## src/rtl/aes_128_inv_control.sv

```systemverilog
// Sequencing controller for the AES-128 inverse cipher datapath.
// A key-precompute phase writes all round keys into a key RAM. Decryption
// then fetches them in reverse order, one per round, with a fixed
// ROUND_CYCLES cadence, and flags the final round and the plaintext strobe.
module aes_128_inv_control #(
  parameter int ROUNDS       = 10,
  parameter int ROUND_CYCLES = 3
) (
  input  logic       clk,
  input  logic       kill_n,
  input  logic       key_load,
  input  logic       in_en,
  output logic       key_exp_step,
  output logic       key_wr,
  output logic [3:0] key_waddr,
  output logic       key_valid,
  output logic       key_rd,
  output logic [3:0] key_raddr,
  output logic       last_round,
  output logic       out_en,
  output logic       busy,
  output logic       collision_irq_pulse
);

  // Last value of the decrypt cycle counter; out_en is registered on it.
  localparam int LAST = ROUNDS * ROUND_CYCLES - 1;
  localparam int CW   = $clog2(LAST + 1);
  localparam int PW   = (ROUND_CYCLES > 1) ? $clog2(ROUND_CYCLES) : 1;

  localparam logic [CW-1:0] RC_LAST     = CW'(LAST);
  // Registered one cycle early so last_round lines up with the first
  // cycle of the final round.
  localparam logic [CW-1:0] RC_LAST_RND = CW'(LAST - ROUND_CYCLES);
  localparam logic [PW-1:0] PH_LAST     = PW'(ROUND_CYCLES - 1);
  localparam logic [PW-1:0] PH_FETCH    = PW'(1);
  localparam logic [3:0]    ADDR_TOP    = 4'(ROUNDS);
  localparam logic [3:0]    ADDR_FIRST  = 4'(ROUNDS - 1);

  typedef enum logic [1:0] {
    IDLE = 2'd0,
    KEXP = 2'd1,
    DEC  = 2'd2
  } state_t;

  state_t          r_state;
  state_t          w_state_next;
  logic            w_start;
  logic            w_kexp_start;
  logic            w_collision;

  logic [3:0]      r_waddr;
  logic            r_key_valid;
  logic [3:0]      r_raddr;
  logic [CW-1:0]   r_round_count;
  logic [PW-1:0]   r_phase;
  logic            r_key_rd;
  logic            r_last_round;
  logic            r_out_en;
  logic            r_collision;

  // State register.
  always_ff @(posedge clk or negedge kill_n) begin
    if (!kill_n) begin
      r_state <= IDLE;
    end else begin
      r_state <= w_state_next;
    end
  end

  // Next-state decode, request arbitration and collision detection.
  always_comb begin
    w_state_next = r_state;
    w_start      = 1'b0;
    w_kexp_start = 1'b0;
    w_collision  = 1'b0;
    case (r_state)
      IDLE: begin
        if (key_load) begin
          // key_load has priority; a simultaneous in_en is rejected.
          w_kexp_start = 1'b1;
          w_state_next = KEXP;
          if (in_en) w_collision = 1'b1;
        end else if (in_en) begin
          if (r_key_valid) begin
            w_start      = 1'b1;
            w_state_next = DEC;
          end else begin
            w_collision = 1'b1;
          end
        end
      end
      KEXP: begin
        if (key_load) begin
          w_kexp_start = 1'b1;
          w_collision  = 1'b1;
        end else if (r_waddr == ADDR_TOP) begin
          w_state_next = IDLE;
        end
        if (in_en) w_collision = 1'b1;
      end
      DEC: begin
        if (in_en) begin
          // Restart; back-to-back on the out_en cycle is a legal handoff.
          w_start = 1'b1;
          if (!r_out_en) w_collision = 1'b1;
        end else if (r_out_en) begin
          w_state_next = IDLE;
        end
        if (key_load) w_collision = 1'b1;
      end
      default: w_state_next = IDLE;
    endcase
  end

  // Key precompute: write address walk and key_valid tracking.
  always_ff @(posedge clk or negedge kill_n) begin
    if (!kill_n) begin
      r_waddr     <= 4'd0;
      r_key_valid <= 1'b0;
    end else if (w_kexp_start) begin
      r_waddr     <= 4'd0;
      r_key_valid <= 1'b0;
    end else if (r_state == KEXP) begin
      if (r_waddr == ADDR_TOP) begin
        r_key_valid <= 1'b1;
      end else begin
        r_waddr <= r_waddr + 4'd1;
      end
    end
  end

  // Decrypt sequencing: cycle counter, round phase and registered strobes.
  always_ff @(posedge clk or negedge kill_n) begin
    if (!kill_n) begin
      r_round_count <= '0;
      r_phase       <= '0;
      r_raddr       <= ADDR_FIRST;
      r_key_rd      <= 1'b0;
      r_last_round  <= 1'b0;
      r_out_en      <= 1'b0;
    end else if (w_start) begin
      r_round_count <= '0;
      r_phase       <= '0;
      r_raddr       <= ADDR_FIRST;
      r_key_rd      <= 1'b0;
      r_last_round  <= 1'b0;
      r_out_en      <= 1'b0;
    end else if (r_state == DEC) begin
      r_round_count <= (r_round_count == RC_LAST) ? r_round_count : r_round_count + 1'b1;
      r_phase       <= (r_phase == PH_LAST) ? '0 : r_phase + 1'b1;
      r_key_rd      <= (r_phase == PH_FETCH) && (r_round_count != RC_LAST);
      r_last_round  <= (r_round_count == RC_LAST_RND);
      r_out_en      <= (r_round_count == RC_LAST) && !r_out_en;
      if (r_key_rd && (r_raddr != 4'd0)) begin
        r_raddr <= r_raddr - 4'd1;
      end
    end else begin
      r_key_rd     <= 1'b0;
      r_last_round <= 1'b0;
      r_out_en     <= 1'b0;
    end
  end

  // Collision interrupt is reported the cycle after the offending request.
  always_ff @(posedge clk or negedge kill_n) begin
    if (!kill_n) begin
      r_collision <= 1'b0;
    end else begin
      r_collision <= w_collision;
    end
  end

  assign key_wr              = (r_state == KEXP);
  assign key_waddr           = (r_state == KEXP) ? r_waddr : 4'd0;
  assign key_exp_step        = (r_state == KEXP) && (r_waddr != ADDR_TOP);
  assign key_valid           = r_key_valid;
  // Initial AddRoundKey fetch is combinational from the accepted in_en.
  assign key_rd              = w_start | r_key_rd;
  assign key_raddr           = w_start ? ADDR_TOP : (r_key_rd ? r_raddr : 4'd0);
  assign last_round          = r_last_round;
  assign out_en              = r_out_en;
  assign busy                = (r_state != IDLE);
  assign collision_irq_pulse = r_collision;

endmodule
```

## config.mk

```make
export PLATFORM = sky130hd
export DESIGN_NAME = aes_128_inv_control
export DESIGN_NICKNAME = d
export VERILOG_FILES = /design/src/rtl/aes_128_inv_control.sv
export SDC_FILE = /design/constraint.sdc
export NUM_CORES = 1
export LEC_CHECK = 0
export CORE_MARGIN = 1.5
export CORE_UTILIZATION = 45
export DETAILED_ROUTE_END_ITERATION = 8
export DONT_BUFFER_PORTS = 1
export PLACE_DENSITY = 0.64
export RECOVER_POWER = 25
export SLEW_MARGIN = 15
export SYNTH_ARGS = -nofsm -noshare
export SYNTH_HDL_FRONTEND = slang
export SYNTH_SLANG_ARGS = --single-unit
```

## constraint.sdc

```tcl
create_clock -name clk -period 5 [get_ports clk]
set_input_delay 1 -clock clk [delete_from_list [all_inputs] [get_ports clk]]
set_output_delay 1 -clock clk [all_outputs]
set_load 0.05 [all_outputs]
```

==> metrics <==
status=finished, final reports clean; largest net degree at the start of global routing=23; area of the multi-input gates=around 670 um2; FF-to-FF End=r_waddr[2]; slowest CP cell=and3_1; RSZ-0062 raised after global routing=false; Initial Utilization=46.86%; die footprint=roughly 0.0032 mm2; Leak=0.0006159 uW; worst setup path startpoint=r_state[0]; Worst Tran Pin Value=0.7453 ns; most frequent cells in the layout=20 x dfrtp_1, 13 x nand2_1, 12 x nor2_1, 11 x ha_1, 9 x inv_1; worst-path maximum fanout=7; I/O pin cnt=20; Post-Syn Instances=137; most common cell after layout, fill and taps aside=dfrtp_1; Reg area=553.0 um2; clock-pin transition on the worst setup and hold timing paths=roughly 0.13 ns; CTS tree=yes; R2R cell count=5; root buffer cell=clkbuf_4; CTS H-tree depth=1; Reg2Reg Setup Slack=around 2.7 ns; GR Overflow Total=0; critical path arrival=approximately 2.3 ns; Via density=approximately 5.7; critical path launch point type=register; Area Growth Syn to Fin=5.371%; class of the worst hold path=in -> async; number of global-route vias before repair=slightly below 900; Crit Path Class=reg -> out; Clock Sinks=22; first-pass GRT wire length=just over 4 mm; initial antenna violation count=0; CTS buffer count=3; DIE WIDTH=roughly 56 um; CTS resizes=0; layout cells sized above 1=about 6%; top cell type by total area after synthesis=dfrtp_1; TritonRoute pass-1 iters=4; Core Box Area=around 0.0027 mm2; fin crit share=between 60% and 70%; max-slew violations=0; CP delay by family, top=simple AND/OR/NAND/NOR gates; maximum VDD drop=about 290 uV; Final Setup Violations=0; crit-path cells=inv_1 -> ha_1 -> and4b_1 -> a21oi_1 -> and3_1; port bufs=0; CP Capture Type=primary output; Max Buffers Root-to-Sink=2; Worst R2R Start=r_state[1]; Worst path max stage delay=0.55 ns; fin nets=153; all-layer global routing usage=between 15 and 20%; Post-Syn Area=0.001281 mm2; Die Y-Extent=about 56 um; Setup WS pre-CTS=around 1.8 ns; post-synthesis sequential area ratio=43.16%; # diodes=0; FILL cells=257; initial drt markers=22; post-route ant nets=0; Netlist cell types=38; Total Wirelength=approximately 2.4 mm; Min Clock Period, post-route=about 3.3 ns; WL/cell=between 10 and 15 um; Max-Cap Viols=0; FF+latch count, synth=22; area share of the largest cell type after synthesis=roughly two fifths; final hold viol count=0; Core Rows=19; pwr/cell area=roughly 450 mW/mm2; post-DP HPWL=around 1.8 mm; total vias in the final route=951; Critical Path Sink=key_raddr[2]; normalized max-slew margin=between 50% and 60%; RePlAce Congestion=~0.82; Bufs and invs on worst path=1; DRC=0; top achievable clock speed=slightly above 0.3 GHz; Setup WS post-layout=1.731 ns; Synth Warn #=0; Post-Syn Area per Cell=9.352 um2; Synth area leaders=dfrtp_1 39%, ha_1 11%, dfstp_2 4.1%, nand2_1 3.8%, nor2_1 3.5%; total negative slack=0 ns; hold_buf cts=0; worst-skew pair later-pin latency=about 0.3 ns; syn nets=152; Crit path required time=4.00 ns; Setup Fix Bufs, Post-CTS=0; Crit. path cell count=5; Setup Skew=roughly 0.00076 ns
[area by class of cell]
type	instances	area share (%)
Multi-Input combinational cell	102	49.77
Sequential cell	22	40.96
Inverter	9	2.502
Tap cell	31	2.873
Clock inverter	1	2.224
Clock buffer	3	1.668
[power by group]
group	internal [uW]	switching [uW]	total [uW]
logic	59.0	134	193
registers	219	51.5	270
clock network	80.9	57.1	138
total	359	242	601
[cells by family after synthesis]
family / after synthesis / synth area share, %
simple gates: 60 / 24.81
xor+xnor: 4 / 2.735
flops: 22 / 43.16
buf+inv: 13 / 4.394
fa+ha+maj: 11 / 10.74
compound gates: 27 / 14.16
[worst min-delay path by stage]
stage,depth (start not counted),endpoint,slack [ns]
global route,0,r_state[1],0.34
floorplan,1,r_key_rd,0.45
finish,0,r_round_count[4],0.37
global placement,1,r_key_rd,0.47
CTS,0,r_raddr[2],0.35
detailed placement,1,r_key_rd,0.48
[state kept, by name, summed over array words and instances, names as in the netlist]
| signal | cells |
|---|---|
| r_round_count | 5 |
| r_raddr | 4 |
| r_waddr | 4 |
| r_phase | 2 |
| r_state | 2 |
| collision_irq_pulse | 1 |
| key_valid | 1 |
| last_round | 1 |
| out_en | 1 |
| r_key_rd | 1 |
[per-stage QoR]
stage / cells / utilization, % / total power, uW / cell area, um2 / hold WS (ns)
2_1_floorplan: 137 / - / 437.6 / 1281 / 0.4480
3_3_place_gp: 164 / 47.46 / 462.6 / 1297 / 0.4681
3_5_place_dp: 164 / 47.46 / 466.6 / 1297 / 0.4765
4_1_cts: 168 / 49.38 / 604.8 / 1350 / 0.3528
5_1_grt: 168 / 49.38 / 642.6 / 1350 / 0.3360
6_report: 168 / 49.38 / 600.9 / 1350 / 0.3659
[metal layers]
metal | global-route usage [%] | part of all wire, % | vias to the layer above
li1 | - | - | 479
met1 | 22.21 | 47 | 449
met2 | 24.71 | 45 | 19
met3 | 4.147 | 5.2 | 4
met4 | 6.803 | 1.9 | 0
met5 | 0 | 0 | -
[cell usage after synthesis]
cell and count:
a211oi_1 2, a21boi_0 1, a21o_1 1, a21oi_1 4, a221o_1 1, a221oi_1 1
a2bb2oi_1 1, and2_1 5, and3_1 2, and4b_1 1, buf_6 1, clkbuf_1 3
dfrtp_1 20, dfstp_2 2, ha_1 11, inv_1 9, nand2_1 13, nand2b_1 5
nand3_1 7, nand3b_1 1, nand4_1 2, nand4b_1 2, nor2_1 12, nor2b_1 1
nor3_1 4, nor3b_1 1, nor4b_1 1, o2111ai_1 1, o211ai_1 2, o21a_1 2
o21ai_0 7, o21ba_2 1, o22ai_1 2, o31ai_1 1, or3b_2 1, or4_1 2
xnor2_1 1, xor2_1 3
Power figures use the tool's default switching activity.
